`config.mk`:
```
export PLATFORM = sky130hd
export DESIGN_NAME = mux8x1_rr_arbiter
export DESIGN_NICKNAME = d
export VERILOG_FILES = /design/src/rtl/mux8x1_rr_arbiter.sv
export SDC_FILE = /design/constraint.sdc
export NUM_CORES = 1
export LEC_CHECK = 0
export BUFFER_PORTS_ARGS = -buffer_cell sky130_fd_sc_hd__buf_2
export CAP_MARGIN = 15
export CORE_AREA = 3 3 98 72
export CTS_CLUSTER_DIAMETER = 120
export CTS_CLUSTER_SIZE = 16
export DETAILED_ROUTE_END_ITERATION = 6
export DIE_AREA = 0 0 101 75
export PLACE_DENSITY = 0.58
export SLEW_MARGIN = 15
export SYNTH_ARGS = -nofsm -noshare
export SYNTH_HDL_FRONTEND = slang
export SYNTH_SLANG_ARGS = --single-unit
```
`constraint.sdc`:
```
create_clock -name clk -period 3.35 [get_ports clk]
set_clock_uncertainty 0.1 [all_clocks]
set_input_delay 0 -clock clk [delete_from_list [all_inputs] [get_ports clk]]
set_output_delay 0 -clock clk [all_outputs]
set_load 0.005 [all_outputs]
```
`src/rtl/mux8x1_rr_arbiter.sv`:
```
// Round-robin arbiter that shares one mux8x1 datapath among 8 requesters.
// Registered one-hot grant and select, one dead cycle between owners, bounded hold when contended.
module mux8x1_rr_arbiter #(
  parameter int unsigned MAX_HOLD  = 16,
  parameter int unsigned CNT_WIDTH = $clog2(MAX_HOLD) + 1
) (
  input  logic       clk,
  input  logic       reset,
  input  logic       enable,
  input  logic [7:0] req,
  output logic [7:0] grant,
  output logic [2:0] select,
  output logic       sel_valid,
  output logic       busy
);

  typedef enum logic [1:0] {
    IDLE = 2'b00,
    BUSY = 2'b01,
    GAP  = 2'b10
  } state_t;

  localparam logic [CNT_WIDTH-1:0] HOLD_LAST = CNT_WIDTH'(MAX_HOLD - 1);

  state_t               state, state_n;
  logic [2:0]           ptr, ptr_n;
  logic [CNT_WIDTH-1:0] hold_cnt, hold_cnt_n;
  logic [7:0]           grant_n;
  logic [2:0]           select_n;
  logic                 found;
  logic [2:0]           winner;
  logic [2:0]           idx;
  logic                 release_c;

  // Rotating priority search starting at ptr
  always_comb begin
    found  = 1'b0;
    winner = 3'd0;
    idx    = 3'd0;
    for (int k = 0; k < 8; k++) begin
      idx = ptr + 3'(k);
      if (!found && req[idx]) begin
        found  = 1'b1;
        winner = idx;
      end
    end
  end

  // Owner lets go when its request drops, or at the hold limit while someone else waits
  assign release_c = !req[select] || ((hold_cnt == HOLD_LAST) && |(req & ~grant));

  always_comb begin
    state_n    = IDLE;
    grant_n    = 8'h00;
    select_n   = select;
    ptr_n      = ptr;
    hold_cnt_n = '0;
    case (state)
      IDLE, GAP: begin
        if (enable && found) begin
          state_n  = BUSY;
          grant_n  = 8'h01 << winner;
          select_n = winner;
        end
      end
      BUSY: begin
        if (release_c) begin
          state_n = GAP;
          ptr_n   = select + 3'd1;
        end else begin
          state_n    = BUSY;
          grant_n    = grant;
          hold_cnt_n = (hold_cnt == HOLD_LAST) ? '0 : hold_cnt + CNT_WIDTH'(1);
        end
      end
      default: begin
        state_n  = IDLE;
        select_n = 3'd0;
      end
    endcase
  end

  always_ff @(posedge clk) begin
    if (reset) begin
      state     <= IDLE;
      ptr       <= 3'd0;
      hold_cnt  <= '0;
      grant     <= 8'h00;
      select    <= 3'd0;
      sel_valid <= 1'b0;
      busy      <= 1'b0;
    end else begin
      state     <= state_n;
      ptr       <= ptr_n;
      hold_cnt  <= hold_cnt_n;
      grant     <= grant_n;
      select    <= select_n;
      sel_valid <= |grant_n;
      busy      <= (state_n != IDLE);
    end
  end

endmodule

```
==> qor.yml <==
die_w_um: 101
p_per_area_nw_per_um2: 388.9
ys.flop_type: "dfxtp_1"
clk_latency_ps: 260
place_congestion: 0.9074
r2r.worst_path.cells: 10
drc: 0
hold_viol: 0
maxSlewHeadroom: 0.6734
peakVddDrop_mv: 0.1593
dp_hpwl_mm: 3.977
clock.fmax_ghz: 0.3189
period_minus_slack_ps: 3136
rrSetupSlack_ps: 210
rows: 24
tightestPinTransition_ps: 476.3
postCtsSetupRepairBufs: 0
syn_area_sq_um: 1916
track_usage: 0.1431
seq_area_frac_synth: 0.2404
cts_tree: "built"
fin_util: 0.3590
num-nets-final: 258
slew_violations: 0
grt_pass1_wl_mm: 8.604
clock_path_buffers: 2
cts_root_buffer: "clkbuf_8"
synth-edff-count: 0
rsz0062_at_grt: "false"
worstPathArrival_ps: 3210
vias: 1767
chipHeight_um: 75
vias_per_cell: 5.539
yosysTopAreaCellShare: 0.2404
drive_above_1_share: 0.2531
syn_to_final_growth_pct: 15.94
post-route-period-util: 0.9362
cts-buffers-inserted: 3
synth.most_common_cell: "dfxtp_1"
fin_tns_setup_ps: 0
initial_utilization: 0.3097
grt_start_max_net_pins: 15
synthesis.nets: 227
yosys-top-cells-count: "dfxtp_1 (23), nand2_1 (20), a21oi_1 (14), inv_1 (14), nor2_1 (14)"
antenna_cells: 0
avgSynthCellArea_sq_um: 9.079
yosysTopAreaCell: "dfxtp_1"
htree_num_levels: 1
coreArea_sq_um: 6186
outcome: "complete, no violations"
wire_per_inst_um: 16.17
r2r_start: "ptr[1]"
critical_path_class: "reg2reg"
dr.pass1.iters: 4
synth_area_leaders: "dfxtp_1 (24%), mux4_2 (14%), mux2i_1 (5.7%), nand2_1 (3.9%), a21oi_1 (3.7%)"
min_path_type: "in2reg"
timing.rr.end: "grant[2]"
fillers: 658
cap_viol_max_count: 0
clock_sinks: 23
detail-route-antenna-nets: 0
clk_pin_slew_worst_paths_ps: 80
routed_wl_mm: 5.157
drt_iter0_markers: 147
crit_required_ps: 3430
antenna_found_initial: 0
die_area_sq_um: 7575
cp-end-kind: "flop"
dp_cells: 314
setup_violations: 0
ys_warn_count: 0
min_from: "enable"
fin_hold_ws_ps: 188.3
ioPinCount: 24
grt_pass1_vias: 1590
overflow: 0
yosys.cell_types.count: 54
critPathMaxFanout: 14
synthArstFlopShare: 0
leakage_uw: 0.0008752
min_to: "select[0]"
min_path_cells: 5
port_buffers: 23
power_uw: 863.7
ys_seq_elements: 23
critPathLaunchType: "flop"
syn_inst: 211
fin_cells: 319
## layout make-up
class / instances / area, sq um / share of cell area
multi-input combinational: 164 / 1354 / 0.6096
sequential: 23 / 460.4 / 0.2073
timing repair buffer: 34 / 203.9 / 0.09183
tap: 78 / 97.59 / 0.04394
inverter: 16 / 60.06 / 0.02704
clock buffer: 4 / 45.04 / 0.02028
## per-layer routing
| layer | part of all wire | global-route usage |
|---|---|---|
| met4 | 0.0080 | 0.02655 |
| met3 | 0.067 | 0.01759 |
| met5 | 0 | 0 |
| met2 | 0.42 | 0.2028 |
| met1 | 0.50 | 0.2308 |
## cells by family (layout without fill, tap and decap cells)
kind of cell	after synthesis	after routing	share of synthesized area
flip-flops	23	23	0.2404
multiplexers	33	33	0.2652
buffers and inverters	24	54	0.05421
adder cells (fa/ha/maj)	5	5	0.03266
XOR/XNOR	6	6	0.02743
AND/OR/NAND/NOR	65	65	0.1796
AO/OA/AOI/OAI	55	55	0.2005
## report_power, final
group	switching [uW]	internal [uW]
clock	86.8	84.9
combinational	213	170
sequential	19.0	290
total	318	545
## registers in the layout, indices dropped and copies added, names as in the netlist
name,flops
select,3
sel_valid,1
grant,8
hold_cnt,5
busy,1
ptr,3
state,2
## worst max path at each step
stage / startpoint / end / slack, ps / cells past startpoint
global placement: ptr[1] / grant[3] / 240 / 10
finish: ptr[1] / grant[2] / 210 / 10
floorplan: ptr[0] / grant[6] / 90 / 11
global route: ptr[1] / grant[3] / 30 / 10
CTS: ptr[1] / grant[2] / 160 / 10
detailed placement: ptr[1] / grant[2] / 180 / 10
## critical path, stage by stage, from the launching register on
cell and delay [ps]:
dfxtp_1 330, inv_1 70, ha_2 390, buf_6 190, mux2_1 330, mux4_2 500
or3_1 360, a31oi_1 200, o32a_2 210, nand2_1 120, o31ai_1 230
## what timing repair did
item	CTS	global route
setup endpoints to repair	0	6
gates resized for setup	0	2
endpoints found under the hold margin	9	0
hold buffers	1	0
## cell usage in the layout, fill, tap and decap left out, drive strengths merged, types with 4 or more instances in the layout
cell type / n
o21ai: 6
a21oi: 15
mux2i: 11
o31ai: 8
dfxtp: 23
nand3b: 4
nor2: 14
buf: 33
inv: 15
o22ai: 4
nand2: 20
xor2: 4
nand3: 4
clkbuf: 4
ha: 5
nand2b: 6
mux2: 9
mux4: 13
## through the flow
stage	worst slack [ps]	area [sq um]
6_report	213.8	2221
5_1_grt	27.65	2221
4_1_cts	155.2	2215
3_5_place_dp	181.1	2160
3_3_place_gp	242.9	2160
2_1_floorplan	90.00	1916
Note: power is estimated with default switching activity, not from simulation.
